`src/rtl/id_exe_pipe_reg_if.sv`:
```
// ID->EXE handshake bus: valid/ready on both sides plus the decoded payload.
// slave = pipeline register side, master = the ID/EXE neighbours side.
interface id_exe_pipe_reg_if #(
  parameter int WORD_LEN     = 32,
  parameter int REG_ADDR_LEN = 5,
  parameter int EXE_CMD_LEN  = 4
);

  logic in_valid;
  logic in_ready;
  logic out_valid;
  logic out_ready;

  logic mem_r_en_in;
  logic mem_w_en_in;
  logic wb_en_in;
  logic br_taken_in;
  logic [EXE_CMD_LEN-1:0]  exe_cmd_in;
  logic [REG_ADDR_LEN-1:0] dest_in;
  logic [REG_ADDR_LEN-1:0] src1_in;
  logic [REG_ADDR_LEN-1:0] src2_in;
  logic [WORD_LEN-1:0]     st_value_in;
  logic [WORD_LEN-1:0]     val1_in;
  logic [WORD_LEN-1:0]     val2_in;
  logic [WORD_LEN-1:0]     pc_in;

  logic mem_r_en;
  logic mem_w_en;
  logic wb_en;
  logic br_taken;
  logic [EXE_CMD_LEN-1:0]  exe_cmd;
  logic [REG_ADDR_LEN-1:0] dest;
  logic [REG_ADDR_LEN-1:0] src1;
  logic [REG_ADDR_LEN-1:0] src2;
  logic [WORD_LEN-1:0]     st_value;
  logic [WORD_LEN-1:0]     val1;
  logic [WORD_LEN-1:0]     val2;
  logic [WORD_LEN-1:0]     pc;

  modport slave (
    input  in_valid,
    output in_ready,
    output out_valid,
    input  out_ready,
    input  mem_r_en_in,
    input  mem_w_en_in,
    input  wb_en_in,
    input  br_taken_in,
    input  exe_cmd_in,
    input  dest_in,
    input  src1_in,
    input  src2_in,
    input  st_value_in,
    input  val1_in,
    input  val2_in,
    input  pc_in,
    output mem_r_en,
    output mem_w_en,
    output wb_en,
    output br_taken,
    output exe_cmd,
    output dest,
    output src1,
    output src2,
    output st_value,
    output val1,
    output val2,
    output pc
  );

  modport master (
    output in_valid,
    input  in_ready,
    input  out_valid,
    output out_ready,
    output mem_r_en_in,
    output mem_w_en_in,
    output wb_en_in,
    output br_taken_in,
    output exe_cmd_in,
    output dest_in,
    output src1_in,
    output src2_in,
    output st_value_in,
    output val1_in,
    output val2_in,
    output pc_in,
    input  mem_r_en,
    input  mem_w_en,
    input  wb_en,
    input  br_taken,
    input  exe_cmd,
    input  dest,
    input  src1,
    input  src2,
    input  st_value,
    input  val1,
    input  val2,
    input  pc
  );

endinterface

```
`src/rtl/id_exe_pipe_reg.sv`:
```
// ID->EXE pipeline register: 2-entry skid buffer (M drives EXE, S is skid),
// flush, gated control enables. Ports: clk, rst (async active-low), flush,
// bus (slave), stall_cnt/flush_cnt. Counters need ID_EXE_PERF_CNT_EN.
module id_exe_pipe_reg #(
  parameter int WORD_LEN     = 32,
  parameter int REG_ADDR_LEN = 5,
  parameter int EXE_CMD_LEN  = 4
) (
  input  logic        clk,
  input  logic        rst,
  input  logic        flush,
  id_exe_pipe_reg_if.slave bus,
  output logic [15:0] stall_cnt,
  output logic [15:0] flush_cnt
);

  typedef struct packed {
    logic                    mem_r_en;
    logic                    mem_w_en;
    logic                    wb_en;
    logic                    br_taken;
    logic [EXE_CMD_LEN-1:0]  exe_cmd;
    logic [REG_ADDR_LEN-1:0] dest;
    logic [REG_ADDR_LEN-1:0] src1;
    logic [REG_ADDR_LEN-1:0] src2;
    logic [WORD_LEN-1:0]     st_value;
    logic [WORD_LEN-1:0]     val1;
    logic [WORD_LEN-1:0]     val2;
    logic [WORD_LEN-1:0]     pc;
  } id_ex_t;

  typedef enum logic [1:0] {
    EMPTY = 2'd0,
    ONE   = 2'd1,
    TWO   = 2'd2
  } state_t;

  state_t state_q;
  state_t state_d;

  id_ex_t in_pl;
  id_ex_t m_q;
  id_ex_t s_q;

  logic acc;
  logic deq;
  logic ld_m_in;
  logic ld_m_skid;
  logic ld_s;

  always_comb begin
    in_pl          = '0;
    in_pl.mem_r_en = bus.mem_r_en_in;
    in_pl.mem_w_en = bus.mem_w_en_in;
    in_pl.wb_en    = bus.wb_en_in;
    in_pl.br_taken = bus.br_taken_in;
    in_pl.exe_cmd  = bus.exe_cmd_in;
    in_pl.dest     = bus.dest_in;
    in_pl.src1     = bus.src1_in;
    in_pl.src2     = bus.src2_in;
    in_pl.st_value = bus.st_value_in;
    in_pl.val1     = bus.val1_in;
    in_pl.val2     = bus.val2_in;
    in_pl.pc       = bus.pc_in;
  end

  // Ready depends only on occupancy (and reset), never on out_ready.
  assign bus.out_valid = (state_q != EMPTY);
  assign bus.in_ready  = rst & (state_q != TWO);

  // A flushing cycle neither accepts nor delivers.
  assign acc = bus.in_valid & bus.in_ready & ~flush;
  assign deq = bus.out_valid & bus.out_ready & ~flush;

  always_comb begin
    state_d   = state_q;
    ld_m_in   = 1'b0;
    ld_m_skid = 1'b0;
    ld_s      = 1'b0;
    if (flush) begin
      state_d = EMPTY;
    end else begin
      unique case (state_q)
        EMPTY: begin
          if (acc) begin
            ld_m_in = 1'b1;
            state_d = ONE;
          end
        end
        ONE: begin
          unique case (1'b1)
            acc & deq: begin
              ld_m_in = 1'b1;
            end
            acc & ~deq: begin
              ld_s    = 1'b1;
              state_d = TWO;
            end
            ~acc & deq: begin
              state_d = EMPTY;
            end
            default: begin
              state_d = ONE;
            end
          endcase
        end
        TWO: begin
          if (deq) begin
            ld_m_skid = 1'b1;
            state_d   = ONE;
          end
        end
        default: begin
          state_d = EMPTY;
        end
      endcase
    end
  end

  always_ff @(posedge clk or negedge rst) begin
    if (!rst) begin
      state_q <= EMPTY;
    end else begin
      state_q <= state_d;
    end
  end

  // M is always the older entry; S only ever refills M.
  always_ff @(posedge clk or negedge rst) begin
    if (!rst) begin
      m_q <= '0;
    end else if (ld_m_in) begin
      m_q <= in_pl;
    end else if (ld_m_skid) begin
      m_q <= s_q;
    end
  end

  always_ff @(posedge clk or negedge rst) begin
    if (!rst) begin
      s_q <= '0;
    end else if (ld_s) begin
      s_q <= in_pl;
    end
  end

  // Bubbles must never write memory or the register file.
  assign bus.mem_r_en = m_q.mem_r_en & bus.out_valid;
  assign bus.mem_w_en = m_q.mem_w_en & bus.out_valid;
  assign bus.wb_en    = m_q.wb_en & bus.out_valid;
  assign bus.br_taken = m_q.br_taken & bus.out_valid;
  assign bus.exe_cmd  = m_q.exe_cmd;
  assign bus.dest     = m_q.dest;
  assign bus.src1     = m_q.src1;
  assign bus.src2     = m_q.src2;
  assign bus.st_value = m_q.st_value;
  assign bus.val1     = m_q.val1;
  assign bus.val2     = m_q.val2;
  assign bus.pc       = m_q.pc;

`ifdef ID_EXE_PERF_CNT_EN
  logic [15:0] stall_q;
  logic [15:0] flush_q;
  logic        stall_hit;
  logic        flush_hit;

  assign stall_hit = bus.out_valid & ~bus.out_ready;
  assign flush_hit = flush & bus.out_valid;

  // Both counters saturate instead of wrapping.
  always_ff @(posedge clk or negedge rst) begin
    if (!rst) begin
      stall_q <= '0;
    end else if (stall_hit && stall_q != 16'hFFFF) begin
      stall_q <= stall_q + 16'd1;
    end
  end

  always_ff @(posedge clk or negedge rst) begin
    if (!rst) begin
      flush_q <= '0;
    end else if (flush_hit && flush_q != 16'hFFFF) begin
      flush_q <= flush_q + 16'd1;
    end
  end

  assign stall_cnt = stall_q;
  assign flush_cnt = flush_q;
`else
  assign stall_cnt = 16'h0;
  assign flush_cnt = 16'h0;
`endif

endmodule

```
`src/flat_wrapper.sv`:
```
// flat-port wrapper written by rule: the top's interface ports become plain ports
module id_exe_pipe_reg_flat 
#(
  parameter int WORD_LEN     = 32,
  parameter int REG_ADDR_LEN = 5,
  parameter int EXE_CMD_LEN  = 4
)
  (clk, rst, flush, stall_cnt, flush_cnt, bus_in_valid, bus_in_ready, bus_out_valid, bus_out_ready, bus_mem_r_en_in, bus_mem_w_en_in, bus_wb_en_in, bus_br_taken_in, bus_exe_cmd_in, bus_dest_in, bus_src1_in, bus_src2_in, bus_st_value_in, bus_val1_in, bus_val2_in, bus_pc_in, bus_mem_r_en, bus_mem_w_en, bus_wb_en, bus_br_taken, bus_exe_cmd, bus_dest, bus_src1, bus_src2, bus_st_value, bus_val1, bus_val2, bus_pc);
  id_exe_pipe_reg_if #(.WORD_LEN(WORD_LEN), .REG_ADDR_LEN(REG_ADDR_LEN), .EXE_CMD_LEN(EXE_CMD_LEN)) bus_i ();
  input  logic clk;
  input  logic rst;
  input  logic flush;
  output logic [15:0] stall_cnt;
  output logic [15:0] flush_cnt;
  input wire logic [$bits(bus_i.in_valid)-1:0] bus_in_valid;
  output wire logic [$bits(bus_i.in_ready)-1:0] bus_in_ready;
  output wire logic [$bits(bus_i.out_valid)-1:0] bus_out_valid;
  input wire logic [$bits(bus_i.out_ready)-1:0] bus_out_ready;
  input wire logic [$bits(bus_i.mem_r_en_in)-1:0] bus_mem_r_en_in;
  input wire logic [$bits(bus_i.mem_w_en_in)-1:0] bus_mem_w_en_in;
  input wire logic [$bits(bus_i.wb_en_in)-1:0] bus_wb_en_in;
  input wire logic [$bits(bus_i.br_taken_in)-1:0] bus_br_taken_in;
  input wire logic [$bits(bus_i.exe_cmd_in)-1:0] bus_exe_cmd_in;
  input wire logic [$bits(bus_i.dest_in)-1:0] bus_dest_in;
  input wire logic [$bits(bus_i.src1_in)-1:0] bus_src1_in;
  input wire logic [$bits(bus_i.src2_in)-1:0] bus_src2_in;
  input wire logic [$bits(bus_i.st_value_in)-1:0] bus_st_value_in;
  input wire logic [$bits(bus_i.val1_in)-1:0] bus_val1_in;
  input wire logic [$bits(bus_i.val2_in)-1:0] bus_val2_in;
  input wire logic [$bits(bus_i.pc_in)-1:0] bus_pc_in;
  output wire logic [$bits(bus_i.mem_r_en)-1:0] bus_mem_r_en;
  output wire logic [$bits(bus_i.mem_w_en)-1:0] bus_mem_w_en;
  output wire logic [$bits(bus_i.wb_en)-1:0] bus_wb_en;
  output wire logic [$bits(bus_i.br_taken)-1:0] bus_br_taken;
  output wire logic [$bits(bus_i.exe_cmd)-1:0] bus_exe_cmd;
  output wire logic [$bits(bus_i.dest)-1:0] bus_dest;
  output wire logic [$bits(bus_i.src1)-1:0] bus_src1;
  output wire logic [$bits(bus_i.src2)-1:0] bus_src2;
  output wire logic [$bits(bus_i.st_value)-1:0] bus_st_value;
  output wire logic [$bits(bus_i.val1)-1:0] bus_val1;
  output wire logic [$bits(bus_i.val2)-1:0] bus_val2;
  output wire logic [$bits(bus_i.pc)-1:0] bus_pc;
  assign bus_i.in_valid = bus_in_valid;
  assign bus_in_ready = bus_i.in_ready;
  assign bus_out_valid = bus_i.out_valid;
  assign bus_i.out_ready = bus_out_ready;
  assign bus_i.mem_r_en_in = bus_mem_r_en_in;
  assign bus_i.mem_w_en_in = bus_mem_w_en_in;
  assign bus_i.wb_en_in = bus_wb_en_in;
  assign bus_i.br_taken_in = bus_br_taken_in;
  assign bus_i.exe_cmd_in = bus_exe_cmd_in;
  assign bus_i.dest_in = bus_dest_in;
  assign bus_i.src1_in = bus_src1_in;
  assign bus_i.src2_in = bus_src2_in;
  assign bus_i.st_value_in = bus_st_value_in;
  assign bus_i.val1_in = bus_val1_in;
  assign bus_i.val2_in = bus_val2_in;
  assign bus_i.pc_in = bus_pc_in;
  assign bus_mem_r_en = bus_i.mem_r_en;
  assign bus_mem_w_en = bus_i.mem_w_en;
  assign bus_wb_en = bus_i.wb_en;
  assign bus_br_taken = bus_i.br_taken;
  assign bus_exe_cmd = bus_i.exe_cmd;
  assign bus_dest = bus_i.dest;
  assign bus_src1 = bus_i.src1;
  assign bus_src2 = bus_i.src2;
  assign bus_st_value = bus_i.st_value;
  assign bus_val1 = bus_i.val1;
  assign bus_val2 = bus_i.val2;
  assign bus_pc = bus_i.pc;
  id_exe_pipe_reg #(.WORD_LEN(WORD_LEN), .REG_ADDR_LEN(REG_ADDR_LEN), .EXE_CMD_LEN(EXE_CMD_LEN)) u_core (.clk(clk), .rst(rst), .flush(flush), .bus(bus_i), .stall_cnt(stall_cnt), .flush_cnt(flush_cnt));
endmodule
```
`config.mk`:
```
export PLATFORM = sky130hd
export DESIGN_NAME = id_exe_pipe_reg_flat
export DESIGN_NICKNAME = d
export VERILOG_FILES = /design/src/rtl/id_exe_pipe_reg_if.sv /design/src/rtl/id_exe_pipe_reg.sv /design/src/flat_wrapper.sv
export SDC_FILE = /design/constraint.sdc
export NUM_CORES = 1
export LEC_CHECK = 0
export CAP_MARGIN = 15
export CELL_PAD_IN_SITES_DETAIL_PLACEMENT = 1
export CELL_PAD_IN_SITES_GLOBAL_PLACEMENT = 2
export CORE_AREA = 4 4 231 233
export DETAILED_ROUTE_END_ITERATION = 8
export DIE_AREA = 0 0 235 237
export DONT_BUFFER_PORTS = 1
export PLACE_DENSITY_LB_ADDON = 0.2
export SLEW_MARGIN = 20
export SYNTH_ARGS = -nofsm -noshare
export SYNTH_HDL_FRONTEND = slang
export SYNTH_SLANG_ARGS = --single-unit
export TNS_END_PERCENT = 20
```
`constraint.sdc`:
```
create_clock -name clk -period 3.2 [get_ports clk]
set_clock_uncertainty 0.05 [all_clocks]
set_input_delay 0.64 -clock clk [delete_from_list [all_inputs] [get_ports clk]]
set_output_delay 0.64 -clock clk [all_outputs]
set_load 0.05 [all_outputs]
```
-- Yosys cells after proc, flatten, opt, wreduce, memory -nomap -nowiden
Index checks and enable logic that the tools add are counted.
- equality and inequality tests: 6
- mux-type cells: 17
- bitwise gates (word level): 15
- reductions and logical operators: 4
- operators by type and width (cell ; number):
    2-to-1 mux 151 bit ; 2
    bitwise AND 1 bit ; 12
    one-hot mux 2 bit (3 select lines) ; 2
    2-to-1 mux 1 bit ; 9
    2-to-1 mux 2 bit ; 3
    != test 3 x 2 -> 1 bit, second input constant ; 2
    nonzero test 2 bit ; 2
    != test 3 bit, second input constant ; 1
    NOT 1 bit ; 3
    AND reduction 3 bit ; 1
    == test 2 x 1 -> 1 bit, second input constant ; 1
    == test 2 bit, second input constant ; 1
    zero test 2 bit ; 1
    != test 2 bit, second input constant ; 1
    one-hot mux 1 bit (2 select lines) ; 1
- register bits after elaboration: 304
- input port bits: 156
- output and inout port bits: 185
- word-level logic and storage cells: 67

-- Longest topological paths before layout
- word-level depth: 9
- gate-level depth with buffers: 11
- mapped depth without buffers: 7

-- Worst setup path after synthesis
No wires, ideal clock.
- path kind: input port to flip-flop
- from: input port rst
- to: register u_core.m_q, in the netlist u_core.bus.dest[0]
- library setup time: 0.125 ns
- arrival time: 2.533 ns
- required time: 3.025 ns
- setup slack: 0.492 ns
- cell stages on the path: 9
- buffers on the path: 3
- path through: and2_1 -> and3b_1 -> ha_1 -> nand2_1 -> a211o_1 -> buf_2 -> buf_6 -> buf_4 -> mux2_4
- word-level cells in the longest chain between the ends: 8
- elaborated cells on any way between the ends: 10
- classes of those cells: 5 x mux; 4 x bitwise; 1 x reduce/logical
- ends and longest elaborated chain (what ; RTL line ; RTL):
    start: declaration ; flat_wrapper.sv:11 ; input logic rst;
    bitwise AND 1 bit * ; id_exe_pipe_reg.sv:69 ; assign bus.in_ready = rst & (state_q != TWO);
    bitwise AND 1 bit * (2 in series) ; id_exe_pipe_reg.sv:72 ; assign acc = bus.in_valid & bus.in_ready & ~flush;
    bitwise AND 1 bit ; id_exe_pipe_reg.sv:92 ; acc & deq: begin
    2-to-1 mux 1 bit ; id_exe_pipe_reg.sv:91 ; unique case (1'b1)
    one-hot mux 1 bit (2 select lines) * ; id_exe_pipe_reg.sv:83 ; unique case (state_q)
    2-to-1 mux 1 bit * ; id_exe_pipe_reg.sv:80 ; if (flush) begin
    2-to-1 mux 151 bit / nonzero test 2 bit (equally long branches) ; n/a ;
    end signal: assignment ; id_exe_pipe_reg.sv:133 ; m_q <= in_pl;
    end signal: assignment ; id_exe_pipe_reg.sv:135 ; m_q <= s_q;
    end: declaration ; id_exe_pipe_reg.sv:42 ; id_ex_t m_q;
Every way passes the cells marked *; elsewhere a longest branch is shown, timed or not.
A chain may end at the register's enable or synchronous reset.

-- Final worst setup path
- from: input port rst
- to: register u_core.m_q, in the netlist u_core.bus.pc[23]
The elaborated chain is that of the path after synthesis.

==> impl_metrics.py <==
metrics = {
    "hold_path": {
        "hp-class": "in2async",
    },
    "sta": {
        "tightestPinTransition_ps": 1230,
        "fin_crit_sh_pct": 91.0,
        "slew_headroom_pct": 18.0,
        "drv_slew": 0,
        "fmax_mhz": 343,
        "rsz0062_at_grt": "no",
        "fin_setup_tns_ps": 0,
        "hold_slack_ps": -254,
        "setup_viol": 0,
        "period_needed_ps": 2910,
        "fin_ws_ps": 289,
        "hold_violations": 228,
    },
    "synth": {
        "syn_avg_cell_area_um2": 15.0,
        "seq_area_frac_synth_pct": 49.9,
        "synthesis.instances": 1014,
        "ys_types": 24,
        "yosysWarnings": 0,
        "syn-cell-area_um2": 15300,
        "ys_ff_latch": 304,
        "yosysTopAreaCellShare_pct": 49.9,
        "synth_area_leader_cell": "dfrtp_1",
        "synth_area_leaders": "dfrtp_1, mux2_2, mux2_4, buf_4, buf_2",
    },
    "clocking": {
        "htreeDepth": 2,
        "clkSinkCount": 304,
        "clock_latency_ps": 540,
        "cts_tree": "built",
        "cts_root_buf": "clkbuf_16",
        "postCtsSetupBuffers": 0,
        "cts_buffer_depth": 3,
        "numCtsBuffers": 40,
        "cts-resized-gates": 0,
        "clk_pin_slew_ps": 60,
    },
    "critical_path": {
        "cp_cell_sequence": "and2_1, and3b_1, ha_1, nand2_1, a211o_4, buf_12, mux2_2",
        "r2r_end": "u_core.bus.val2[2]$_DFFE_PN0P_",
        "critPathKind": "in2reg",
        "end_kind": "flip-flop",
        "critical_path_peak_fanout": 307,
        "crit_arrival_ps": 3290,
        "rrSetupSlack_ps": 600,
        "cp-start-kind": "input port",
        "cp_slowest_cell": "and2_1",
        "reg2regPathDepth": 7,
        "crit_required_ps": 3580,
        "cp_slowest_stage_delay_ps": 500,
        "worstReg2RegStart": "u_core.state_q[1]$_DFFE_PN0P_",
    },
    "outcome": {
        "violations": "negative hold slack",
        "outcome": "finished, violations left",
    },
    "place": {
        "port_buffers": 0,
        "gp_congestion": 0.671,
        "pre_cts_ws_ps": 518,
        "place_area_um2": 14800,
        "dpl.hpwl_um": 22600,
    },
    "finish": {
        "final_nets": 1035,
        "final_area_um2": 16000,
        "drive_above_1_share_pct": 59.2,
        "syn_to_final_growth_pct": 5.19,
        "diodes": 0,
        "fin_util_pct": 31.3,
    },
    "global_route": {
        "grtUsageTotal_pct": 12.2,
        "grt_pass1_wl_um": 53100,
        "grt_pass1_vias": 7839,
        "antenna_found_initial": 0,
        "grt_max_degree": 308,
        "grt_overflow": 0,
    },
    "floorplan": {
        "start_util_pct": 29.8,
        "placementRows": 83,
        "die_h_um": 237,
        "core_um2": 51200,
        "dieWidth_um": 235,
        "dieArea_um2": 55700,
        "io_pins": 341,
    },
    "pwr": {
        "leakagePower_nw": 7.36,
        "power.share.clock_pct": 31.8,
        "p_int_mw": 8.59,
        "sw_frac_of_total_pct": 34.8,
        "p_comb_share_pct": 14.2,
        "seq_power_share_pct": 54.0,
        "powerDensity_nw_per_um2": 821,
        "max-vdd-ir-drop_mv": 0.468,
        "p_switching_mw": 4.58,
    },
    "route": {
        "firstDrtPassIters": 4,
        "ant_nets": 0,
        "drc_errors": 0,
        "routed_wl_um": 34600,
        "viasPerCell": 4.41,
        "num_vias": 6964,
        "drtIter0Drc": 206,
        "routedWlPerCell_um": 21.9,
    },
    "job": {
        "cap_violations": 0,
    },
}
[kinds of logic after synthesis]
group	synth area share [%]
flip-flops	49.9
AO/OA/AOI/OAI	0.230
multiplexers	37.9
adder cells (fa/ha/maj)	0.164
AND/OR/NAND/NOR	0.739
buffers and inverters	11.1
other	0.0246
[registers in the layout, summed over array words and instances (netlist names)]
signal and count:
u_core.bus.src2 5, u_core.bus.exe_cmd 4, u_core.bus.val1 32, u_core.bus.dest 5, u_core.bus.src1 5, u_core.s_q 151
u_core.bus.st_value 32, u_core.m_q 4, u_core.bus.val2 32, u_core.state_q 2, u_core.bus.pc 32
[worst max-delay path by stage]
stage	start	endpoint	slack, ps
after floorplan	rst	u_core.bus.dest[0]$_DFFE_PN0P_	490
after global placement	rst	u_core.bus.pc[23]$_DFFE_PN0P_	540
after detailed placement	rst	u_core.bus.pc[22]$_DFFE_PN0P_	520
after CTS	u_core.state_q[1]$_DFFE_PN0P_	u_core.s_q[9]$_DFFE_PN0P_	570
after global routing	u_core.state_q[1]$_DFFE_PN0P_	u_core.s_q[136]$_DFFE_PN0P_	410
final	rst	u_core.bus.pc[23]$_DFFE_PN0P_	290
[power by group through the flow]
stage | clock, mW | sequential [mW] | combinational (mW)
2_1_floorplan | 0 | 5.12 | 4.25
3_3_place_gp | 0 | 7.21 | 1.82
3_5_place_dp | 0 | 7.23 | 1.89
4_1_cts | 4.40 | 7.16 | 1.90
5_1_grt | 4.58 | 7.26 | 2.03
6_report | 4.19 | 7.11 | 1.87
[worst max-delay path, delay by kind of cell]
kind	cells	cell delay, ps
AO/OA/AOI/OAI	1	200
adder cells (fa/ha/maj)	1	210
buffers and inverters	1	330
multiplexers	1	390
AND/OR/NAND/NOR	3	800
[cell usage after synthesis (all sizes together)]
| library cell | instances |
|---|---|
| mux2 | 453 |
| dfrtp | 304 |
| buf | 224 |
| clkbuf | 6 |
| nor2b | 6 |
| nand2 | 3 |
| ha | 2 |
| inv | 2 |
| nor2 | 2 |
| a2111oi | 1 |
| a211o | 1 |
| and2 | 1 |
| and3b | 1 |
| conb | 1 |
| nand2b | 1 |
| nand3b | 1 |
| nor3 | 1 |
| nor3b | 1 |
| nor4bb | 1 |
| o21a | 1 |
| o32a | 1 |
[per-stage QoR]
| stage | power (mW) | std cells |
|---|---|---|
| after global routing | 13.9 | 1578 |
| after CTS | 13.5 | 1578 |
| after global placement | 9.03 | 1515 |
| after floorplan | 9.37 | 1045 |
| after detailed placement | 9.12 | 1515 |
| final | 13.2 | 1578 |
[routing by layer]
metal	vias to the layer above	share of wire [%]	track usage (%)
li1	3049	-	-
met1	3641	40	14.7
met2	224	45	18.6
met3	50	12	7.08
met4	0	2.2	3.62
met5	-	0	0
[layout by cell type (no fill, tap or decap), types with 2 or more instances in the layout]
| cell | instances |
|---|---|
| buf_12 | 10 |
| buf_4 | 10 |
| clkbuf_1 | 7 |
| clkbuf_16 | 41 |
| clkbuf_8 | 5 |
| clkinv_2 | 7 |
| conb_1 | 32 |
| dfrtp_1 | 304 |
| ha_1 | 2 |
| inv_1 | 2 |
| mux2_2 | 273 |
| mux2_4 | 180 |
| nand2_1 | 3 |
| nor2_1 | 2 |
| nor2b_1 | 6 |
[final cells by class]
cell class | count | area [um^2]
Fill cell | 5260 | 35200
Sequential cell | 304 | 7610
Multi-Input combinational cell | 509 | 6100
Clock buffer | 53 | 1120
Tap cell | 680 | 851
Timing Repair Buffer | 20 | 275
Clock inverter | 10 | 81.3
Inverter | 2 | 7.51
(Power assumes the default switching activity.)
==> edit: new RTL, same settings <==
`REG_ADDR_LEN` is set to 5 in 3 places; all go to 10.
--- a/src/rtl/id_exe_pipe_reg_if.sv
+++ b/src/rtl/id_exe_pipe_reg_if.sv
@@ -3,5 +3,5 @@
 interface id_exe_pipe_reg_if #(
   parameter int WORD_LEN     = 32,
-  parameter int REG_ADDR_LEN = 5,
+  parameter int REG_ADDR_LEN = 10,
   parameter int EXE_CMD_LEN  = 4
 );
--- a/src/rtl/id_exe_pipe_reg.sv
+++ b/src/rtl/id_exe_pipe_reg.sv
@@ -4,5 +4,5 @@
 module id_exe_pipe_reg #(
   parameter int WORD_LEN     = 32,
-  parameter int REG_ADDR_LEN = 5,
+  parameter int REG_ADDR_LEN = 10,
   parameter int EXE_CMD_LEN  = 4
 ) (
--- a/src/flat_wrapper.sv
+++ b/src/flat_wrapper.sv
@@ -3,5 +3,5 @@
 #(
   parameter int WORD_LEN     = 32,
-  parameter int REG_ADDR_LEN = 5,
+  parameter int REG_ADDR_LEN = 10,
   parameter int EXE_CMD_LEN  = 4
 )
Interface: changed (6 resized); port bits go from 341 to 371. The function was not compared with the original's and may differ.
==> edit against the original RTL <==
- the flow still finishes with violations (hold timing)
- sequential share of layout area increased by 2.7 points
- final area increased by 3.9%
- wire length increased by 4.6%
- worst setup slack improved by 280 ps
- synthesized area increased by 4.5%
- non-clock buffer count increased by 3
- sequential cell count increased by 30
- power increased by 3.0%
==> edit: results (changes against the original RTL) <==
stage,metric,value,unit,change
clock_tree,cts_made_buffers,41,,was 40
placed_design,io_buffers,0,,unchanged
synth,synthTopCellsByArea,"dfrtp_1, mux2_2, mux2_1, buf_4, buf_2",,"was dfrtp_1, mux2_2, mux2_4, buf_4, buf_2"
layout,largest_register_ffs,166,,was 151
detailed_routing,drt_first_pass_iters,4,,unchanged
power,irDropWorstVdd,0.351,mV,was 0.468 mV
detailed_routing,drtIter0Drc,191,,was 206
sta,hold_viol_final,334,,was 228
sta,tns,0,ps,unchanged
synth,synth_warnings,0,,unchanged
min_path,hold_path.class,primary input to asynchronous set/reset pin,,unchanged
layout,largest-register,u_core.s_q,,unchanged
synth,ys_top_cells_by_count,"mux2_2, dfrtp_1, buf_4",,"was dfrtp_1, mux2_2, buf_4"
layout,drive_gt1_share,44.8,%,was 59.2%
grt,grt_max_degree,338,,was 308
sta,holdWs,-244,ps,was -254 ps
clock_tree,path_clk_slew,50,ps,
worst_setup_path,cp_slowest_cell,and2_1,,unchanged
worst_setup_path,cp_max_fo,337,,was 307
detailed_routing,vias,7576,,was 6964
status,violations,hold timing,,unchanged
synth,ys_seq_area_share,52.5,%,was 49.9%
synth,syn_avg_cell_area,14.4,um^2,was 15.0 um^2
worst_setup_path,cpPeakStageDelay,410,ps,was 500 ps
placed_design,placed_cells,1593,,was 1515
clock_tree,cts_tree,yes,,unchanged
grt,grt_usage,12.8,%,was 12.2%
worst_setup_path,critPathArrivalTime,3000,ps,was 3290 ps
clock_tree,root_buffer,clkbuf_16,,unchanged
layout,fin_cells,1659,,was 1578
placed_design,pre_cts_ws,438,ps,was 518 ps
power,p_leak,7.28,nW,was 7.36 nW
placed_design,gp_congestion,0.689,,was 0.671
placed_design,place_area,15500,um^2,was 14800 um^2
placed_design,place_hpwl,24000,um,was 22600 um
detailed_routing,avgRoutedWirePerCell,21.8,um,was 21.9 um
grt,grt_first_pass_wirelength,55500,um,was 53100 um
grt,first_global_vias,8334,,was 7839
sta,relSlewSlack,44.8,%,was 18.0%
status,status,finished with violations,,unchanged
[edit: cell types whose count changed after synthesis, sizes merged]
cell	change
mux2	+45
dfrtp	+30
buf	+20
clkbuf	-1
[edit: cell type report]
| class | instances | area, um^2 |
|---|---|---|
| multi-input combinational | 554 | 5930 |
| tap | 680 | 851 |
| clock buffer | 61 | 1190 |
| inverter | 2 | 7.51 |
| timing repair buffer | 23 | 310 |
| fill | 5297 | 34500 |
| sequential | 334 | 8360 |
| clock inverter | 5 | 25.0 |
[edit: worst paths after layout]
kind                                        start                 endpoint  slack (ps)  depth (start not counted)
worst max-delay path                          rst      u_core.bus.val1[26]         570                          7
worst min-delay path                          rst  u_core.bus.st_value[27]        -240                          0
worst max register to register  u_core.state_q[1]            u_core.s_q[4]         590                          9
worst min register to register    u_core.s_q[129]          u_core.s_q[129]         450                          1
max in group asynchronous                     rst         u_core.bus.pc[1]        2660                          0
min in group clk                            flush        u_core.state_q[1]         120                          1
[edit: power breakdown]
group	internal [W]	total, W	leakage, nW	switching (W)
registers	0.00517	0.00777	4.17	0.00260
logic	0.00104	0.00154	2.51	0.000499
clock network	0.00254	0.00426	0.602	0.00171
total	0.00876	0.0136	7.28	0.00481
[edit: logic make-up after synthesis]
logic type / Yosys count / share of synthesized area, %
AOI/OAI and AO/OA: 4 / 0.220
other: 1 / 0.0235
DFF: 334 / 52.5
muxes: 498 / 35.2
adders and majority gates: 2 / 0.157
and+or+nand+nor: 18 / 0.707
buffers and inverters: 251 / 11.2
[edit: layer usage]
| metal | track usage [%] | vias to the layer above | share of wire (%) |
|---|---|---|---|
| met3 | 6.34 | 55 | 11 |
| met5 | 0 | - | 0 |
| met4 | 4.01 | 0 | 2.2 |
| met2 | 21.1 | 209 | 49 |
| li1 | - | 3349 | - |
| met1 | 14.6 | 3963 | 38 |
